<file path="src/rtl/packet_recovery_param.sv">
// Serial frame recovery: hunts for a sync word, reads a length field, streams the
// payload out bit by bit and checks the trailing CRC, keeping saturating frame/error counts.
module packet_recovery_param #(
    parameter int                  SYNC_LEN     = 32,
    parameter logic [SYNC_LEN-1:0] SYNC_WORD    = 32'h1ACFFC1D,
    parameter int                  MAX_SYNC_ERR = 0,
    parameter int                  LEN_W        = 8,
    parameter int                  MAX_LEN      = 255,
    parameter int                  CRC_W        = 16,
    parameter logic [CRC_W-1:0]    CRC_POLY     = 16'h1021,
    parameter logic [CRC_W-1:0]    CRC_INIT     = 16'hFFFF,
    parameter int                  CNT_W        = 16
) (
    input  logic             clk,
    input  logic             rst,
    input  logic             bit_in,
    input  logic             valid_in,
    output logic             bit_out,
    output logic             valid_out,
    output logic             frame_done,
    output logic             crc_valid,
    output logic             crc_error,
    output logic             len_error,
    output logic [CNT_W-1:0] frame_count,
    output logic [CNT_W-1:0] error_count
);

    localparam int PAY_W   = $clog2(MAX_LEN * 8 + 1);
    localparam int CMP_W   = LEN_W + 3;
    localparam int FLD_MAX = (LEN_W > CRC_W) ? LEN_W : CRC_W;
    localparam int FLD_W   = $clog2(FLD_MAX + 1);
    localparam int ERR_W   = $clog2(SYNC_LEN + 1);

    typedef enum logic [1:0] {HUNT, LENGTH, PAYLOAD, CHECK} state_t;

    function automatic logic [CRC_W-1:0] crc_step(input logic [CRC_W-1:0] c, input logic b);
        logic fb;
        fb = c[CRC_W-1] ^ b;
        return {c[CRC_W-2:0], 1'b0} ^ (fb ? CRC_POLY : '0);
    endfunction

    state_t             state;
    // The oldest sync bit would fall off on the very shift that could use it, so only SYNC_LEN-1 are kept.
    logic [SYNC_LEN-2:0] sync_sr;
    logic [LEN_W-1:0]   len_reg;
    logic [CRC_W-1:0]   crc;
    logic [CRC_W-2:0]   rx_crc;
    logic [PAY_W-1:0]   pay_cnt;
    logic [FLD_W-1:0]   fld_cnt;

    logic [SYNC_LEN-1:0] sync_cand;
    logic [ERR_W-1:0]    sync_dist;
    logic                sync_hit;
    logic [LEN_W-1:0]    len_next;
    logic                len_over;
    logic [CRC_W-1:0]    rx_next;
    logic [CRC_W-1:0]    crc_upd;
    logic                pay_last;

    assign sync_cand = {sync_sr, bit_in};
    assign sync_hit  = (sync_dist <= ERR_W'(MAX_SYNC_ERR));
    assign len_next  = {len_reg[LEN_W-2:0], bit_in};
    assign len_over  = ({1'b0, len_next} > (LEN_W + 1)'(MAX_LEN));
    assign rx_next   = {rx_crc, bit_in};
    assign crc_upd   = crc_step(crc, bit_in);
    assign pay_last  = (CMP_W'(pay_cnt) == ({len_reg, 3'b000} - CMP_W'(1)));

    always_comb begin
        sync_dist = '0;
        for (int i = 0; i < SYNC_LEN; i++)
            sync_dist = sync_dist + ERR_W'(sync_cand[i] ^ SYNC_WORD[i]);
    end

    always_ff @(posedge clk or negedge rst) begin
        if (!rst) begin
            state       <= HUNT;
            sync_sr     <= '0;
            len_reg     <= '0;
            crc         <= CRC_INIT;
            rx_crc      <= '0;
            pay_cnt     <= '0;
            fld_cnt     <= '0;
            bit_out     <= 1'b0;
            valid_out   <= 1'b0;
            frame_done  <= 1'b0;
            crc_valid   <= 1'b0;
            crc_error   <= 1'b0;
            len_error   <= 1'b0;
            frame_count <= '0;
            error_count <= '0;
        end else begin
            // NOTE: pulses default low every edge and only the event branch raises them,
            // so each is registered and lasts exactly one cycle.
            valid_out  <= 1'b0;
            frame_done <= 1'b0;
            crc_valid  <= 1'b0;
            crc_error  <= 1'b0;
            len_error  <= 1'b0;
            if (valid_in) begin
                case (state)
                    HUNT: begin
                        if (sync_hit) begin
                            state   <= LENGTH;
                            sync_sr <= '0;
                            crc     <= CRC_INIT;
                            fld_cnt <= '0;
                        end else begin
                            sync_sr <= sync_cand[SYNC_LEN-2:0];
                        end
                    end
                    LENGTH: begin
                        len_reg <= len_next;
                        crc     <= crc_upd;
                        fld_cnt <= fld_cnt + FLD_W'(1);
                        if (fld_cnt == FLD_W'(LEN_W - 1)) begin
                            fld_cnt <= '0;
                            pay_cnt <= '0;
                            if (len_over) begin
                                state     <= HUNT;
                                len_error <= 1'b1;
                                if (error_count != '1) error_count <= error_count + CNT_W'(1);
                            end else if (len_next == '0) begin
                                state <= CHECK;
                            end else begin
                                state <= PAYLOAD;
                            end
                        end
                    end
                    PAYLOAD: begin
                        bit_out   <= bit_in;
                        valid_out <= 1'b1;
                        crc       <= crc_upd;
                        pay_cnt   <= pay_cnt + PAY_W'(1);
                        if (pay_last) begin
                            state   <= CHECK;
                            fld_cnt <= '0;
                        end
                    end
                    CHECK: begin
                        rx_crc  <= rx_next[CRC_W-2:0];
                        fld_cnt <= fld_cnt + FLD_W'(1);
                        if (fld_cnt == FLD_W'(CRC_W - 1)) begin
                            state      <= HUNT;
                            sync_sr    <= '0;
                            frame_done <= 1'b1;
                            if (rx_next == crc) begin
                                crc_valid <= 1'b1;
                                if (frame_count != '1) frame_count <= frame_count + CNT_W'(1);
                            end else begin
                                crc_error <= 1'b1;
                                if (error_count != '1) error_count <= error_count + CNT_W'(1);
                            end
                        end
                    end
                    default: state <= HUNT;
                endcase
            end
        end
    end

endmodule

</file>
<file path="config.mk">
export PLATFORM = sky130hd
export DESIGN_NAME = packet_recovery_param
export DESIGN_NICKNAME = d
export VERILOG_FILES = /design/src/rtl/packet_recovery_param.sv
export SDC_FILE = /design/constraint.sdc
export NUM_CORES = 1
export LEC_CHECK = 0
export ABC_AREA = 1
export CORE_ASPECT_RATIO = 0.6
export CORE_MARGIN = 2
export CORE_UTILIZATION = 65
export DETAILED_ROUTE_END_ITERATION = 7
export PLACE_DENSITY = 0.9
export SLEW_MARGIN = 10
export SYNTH_ARGS = -nofsm -noshare
export SYNTH_HDL_FRONTEND = slang
export SYNTH_SLANG_ARGS = --single-unit
export TNS_END_PERCENT = 5
</file>
<file path="constraint.sdc">
create_clock -name clk -period 10.1 [get_ports clk]
set_clock_uncertainty 0.1 [all_clocks]
set_input_delay 2.525 -clock clk [delete_from_list [all_inputs] [get_ports clk]]
set_output_delay 2.525 -clock clk [all_outputs]
set_load 0.01 [all_outputs]
</file>
==> impl_summary.md <==
Run status
The flow ran to the end, and the final reports show no timing, DRC or antenna violations.

Cells and area
More flip-flops sit in one register than any other, and that register is sync_sr. At the end of the flow, the number of nets in the layout was 891. The area added between synthesis and finish is 15.3%. The final instance count without filler cells is ~1000.

The final antenna diode count is 0. The register with the most flip-flops in the layout has 31 of them. Of the cells placed in the final design, the portion with a size suffix greater than 1 is 0.115.

Setup path
The worst register-to-register path has a setup slack of 3.91 ns. The launching element of the worst setup path is bit_in. STA classifies the critical path startpoint as a primary input. The critical register-to-register path startpoint is sync_sr[29]. STA classifies the critical path endpoint as a flip-flop.

STA puts the critical path data required time at 10.29 ns. Of all nets on the critical path, the largest fanout is 14. For the worst flop-to-flop path, the logic depth is 22.

The critical setup path kind is primary input to flip-flop. The arrival time of the worst setup path is 8.74 ns. The destination of the worst register-to-register timing path is crc[1]. Following the worst setup path forward leads to its endpoint at crc[1].

Synthesis
The number of different library cells in the post-synthesis netlist is 42. Yosys attributes the largest share of cell area to sky130_fd_sc_hd__dfrtp_1 (38%), sky130_fd_sc_hd__nand2_1 (8.2%), sky130_fd_sc_hd__inv_1 (7.2%), sky130_fd_sc_hd__fa_1 (6.8%), sky130_fd_sc_hd__dfstp_2 (5.9%). Of the post-synthesis cell area, the dominant cell type holds 0.384.

Of all flip-flops after synthesis, the portion carrying an async set or reset was 1.00. In the synthesized netlist the dominant register cell turns out to be sky130_fd_sc_hd__dfrtp_1. Synthesis produced a netlist with a net count of between 800 and 900.

Of all cell types, the one taking the most synthesized area is sky130_fd_sc_hd__dfrtp_1. The number of flops mapped to enable cells by yosys is 0. The total of flip-flops plus latches after synthesis is around 130. The dominant cell by count in the synthesized netlist is sky130_fd_sc_hd__nand2_1. After synthesis, the most frequently instantiated cells are sky130_fd_sc_hd__nand2_1 (156), sky130_fd_sc_hd__inv_1 (136), sky130_fd_sc_hd__dfrtp_1 (109).

A synthesized cell averages 8.84 sq um. The total number of yosys warnings is 0. After technology mapping, the gate count stands at around 800. The share of the Yosys chip area taken by registers is 0.443.

The mapped netlist covers 7110 sq um.

Routing
After detailed routing, the number of remaining DRC violations is 0. The detailed-routing iteration count for the pre-antenna-repair pass is 5. The ratio of routed vias to standard cells is a little under 6. The initial detailed-routing violation count is 663. The overall via count from detail_route is 5927. The count of nets left with antenna violations after detail routing is 0. In the final routed layout, each cell accounts on average for 17.3 um. The routed design has 17200 um of wire.

STA
The setup TNS is 0 ns. For the pin with the worst max-slew slack, the measured transition is 0.944 ns. Setup repair after global routing left no endpoint under its margin. The peak clock frequency supported by timing is around 0.12 GHz. Dividing the final minimum period by the clock period gives 0.847. The relative slew slack is 0.370.

The number of hold violations in the final report is 0. The smallest clock period supported by the final layout is computed as 8.55 ns. The final count of pins violating max slew is 0. Setup violations remaining at the end of the flow were counted as 0.

Global route
The first global-routing pass estimated between 20000 and 30000 um of wire. The number of global-route vias before repair came to 5726. The total overflow reported by the global router is 0. Entering global routing, the biggest net connects 73 pins. The number of antenna violations at the first check in global routing is 0. The global routing usage summed across all routing layers is 0.311.

CTS
The number of gates resized after CTS was 0. The cell at the root of the clock tree is sky130_fd_sc_hd__clkbuf_16. Buffers inserted to repair hold after CTS numbered 0. The number of buffers inserted during clock tree synthesis is 17. The clock passes through at most 2 buffers.

The number of setup buffers added after CTS is 0. The clock reaches the later pin of the worst-skew pair after around 0.43 ns. The total clock sinks is 125. The number of H-tree levels is 4. The TritonCTS clock tree is built. Clock-pin slew was measured on the worst setup and hold paths at about 0.060 ns.

Floorplanning
The initial core utilization is 0.671. The core outline area is 10600 sq um. The placement row count is 29. 42 I/O pins were placed. The vertical extent of the die is 85.0 um. The die area is 11800 sq um.

The x dimension of the die is 139 um.

Pwr
The total power density per cell area is a little under 400 nW/um^2. Summed over all cells, the static leakage comes to just under 0.004 uW. The maximum ir drop on the vdd rail is 0.461 mV.

Placed design
The count of buffers from port buffering is 40. The total half-perimeter wirelength after legalization and detailed placement is 11600 um. The count of placed standard cells including taps is 966.

The congestion estimate from routability-driven global placement came to 0.922.

Job
Across the run, the number of max-cap violations was 0.

Worst hold path
The kind of path behind the tightest hold check is flip-flop to flip-flop.
worst min-delay path by stage:
stage	start	endpoint	slack [ns]	cells after the start
after floorplan	crc[5]	crc[5]	0.37	2
after global placement	crc[4]	crc[4]	0.38	2
after detailed placement	crc[5]	crc[5]	0.40	2
after CTS	crc[4]	crc[4]	0.41	2
after global routing	crc[12]	crc[12]	0.43	2
final	crc[4]	crc[4]	0.41	2
report_power, final:
group | internal (uW) | switching, uW | total (uW)
Sequential | 633 | 96.2 | 729
Combinational | 705 | 1150 | 1860
Clock | 372 | 252 | 624
per-stage QoR:
step / area, sq um / setup slack [ns] / hold WS [ns] / util / power, uW
2_1_floorplan: 7110 / 2.66 / 0.368 / - / 1970
3_5_place_dp: 7600 / 1.37 / 0.396 / 0.717 / 2410
4_1_cts: 8200 / 1.63 / 0.406 / 0.774 / 3150
3_3_place_gp: 7600 / 1.69 / 0.382 / 0.717 / 2220
5_1_grt: 8200 / 1.45 / 0.433 / 0.774 / 3430
6_report: 8200 / 1.55 / 0.406 / 0.774 / 3210
kinds of logic (layout without fill, tap and decap cells):
family	count (synthesis)	in the layout	share of synthesized area
AO/OA/AOI/OAI	88	88	0.0765
XOR/XNOR	47	47	0.0579
adder cells (fa/ha/maj)	41	41	0.0975
buffers and inverters	165	220	0.0908
flip-flops	125	125	0.443
multiplexers	13	13	0.0206
other	1	1	0.000527
AND/OR/NAND/NOR	324	324	0.213
critical path, cell delays in order:
cell,delay [ns]
sky130_fd_sc_hd__clkdlybuf4s50_1,0.58
sky130_fd_sc_hd__fa_1,0.62
sky130_fd_sc_hd__inv_1,0.06
sky130_fd_sc_hd__fa_1,0.48
sky130_fd_sc_hd__inv_1,0.06
sky130_fd_sc_hd__fa_1,0.48
sky130_fd_sc_hd__inv_1,0.05
sky130_fd_sc_hd__fa_1,0.50
sky130_fd_sc_hd__fa_1,0.54
sky130_fd_sc_hd__inv_1,0.06
sky130_fd_sc_hd__fa_1,0.48
sky130_fd_sc_hd__inv_1,0.05
sky130_fd_sc_hd__ha_1,0.21
sky130_fd_sc_hd__fa_1,0.45
sky130_fd_sc_hd__nor2_1,0.11
sky130_fd_sc_hd__nand2_1,0.06
sky130_fd_sc_hd__a21oi_1,0.10
sky130_fd_sc_hd__nand3_1,0.10
sky130_fd_sc_hd__nand2_1,0.08
sky130_fd_sc_hd__nand2_1,0.12
sky130_fd_sc_hd__nor2_1,0.72
sky130_fd_sc_hd__a22oi_1,0.31
metal layers:
| layer | up-vias | share of wire | global-route usage |
|---|---|---|---|
| met4 | 0 | 0.035 | 0.131 |
| met3 | 68 | 0.069 | 0.0621 |
| met2 | 276 | 0.47 | 0.496 |
| li1 | 2665 | - | - |
| met5 | - | 0 | 0 |
| met1 | 2918 | 0.42 | 0.425 |
layout by cell type, fill, tap and decap left out, types with 10 or more instances in the layout:
cell / netlist / final
sky130_fd_sc_hd__nand2_1: 156 / 156
sky130_fd_sc_hd__dfstp_2: 16 / 16
sky130_fd_sc_hd__inv_1: 136 / 136
sky130_fd_sc_hd__ha_1: 17 / 17
sky130_fd_sc_hd__clkdlybuf4s50_1: 0 / 39
sky130_fd_sc_hd__fa_1: 24 / 24
sky130_fd_sc_hd__nor3_1: 14 / 14
sky130_fd_sc_hd__dfrtp_1: 109 / 109
sky130_fd_sc_hd__mux2_2: 13 / 13
sky130_fd_sc_hd__o21ai_1: 10 / 10
sky130_fd_sc_hd__a22oi_1: 14 / 14
sky130_fd_sc_hd__xnor2_1: 22 / 22
sky130_fd_sc_hd__o22ai_1: 30 / 30
sky130_fd_sc_hd__nand4_1: 27 / 27
sky130_fd_sc_hd__a21oi_1: 11 / 11
sky130_fd_sc_hd__clkbuf_16: 0 / 17
sky130_fd_sc_hd__nand3_1: 45 / 45
sky130_fd_sc_hd__nor2_1: 51 / 51
sky130_fd_sc_hd__o21ai_0: 18 / 18
sky130_fd_sc_hd__xor2_1: 25 / 25
cell type report:
class | count | area [sq um]
Clock buffer | 17 | 425
Clock inverter | 15 | 174
Fill cell | 627 | 2400
Inverter | 146 | 548
Multi-Input combinational cell | 514 | 3320
Sequential cell | 125 | 3150
Tap cell | 139 | 174
Timing Repair Buffer | 42 | 413
(Power assumes the default switching activity.)
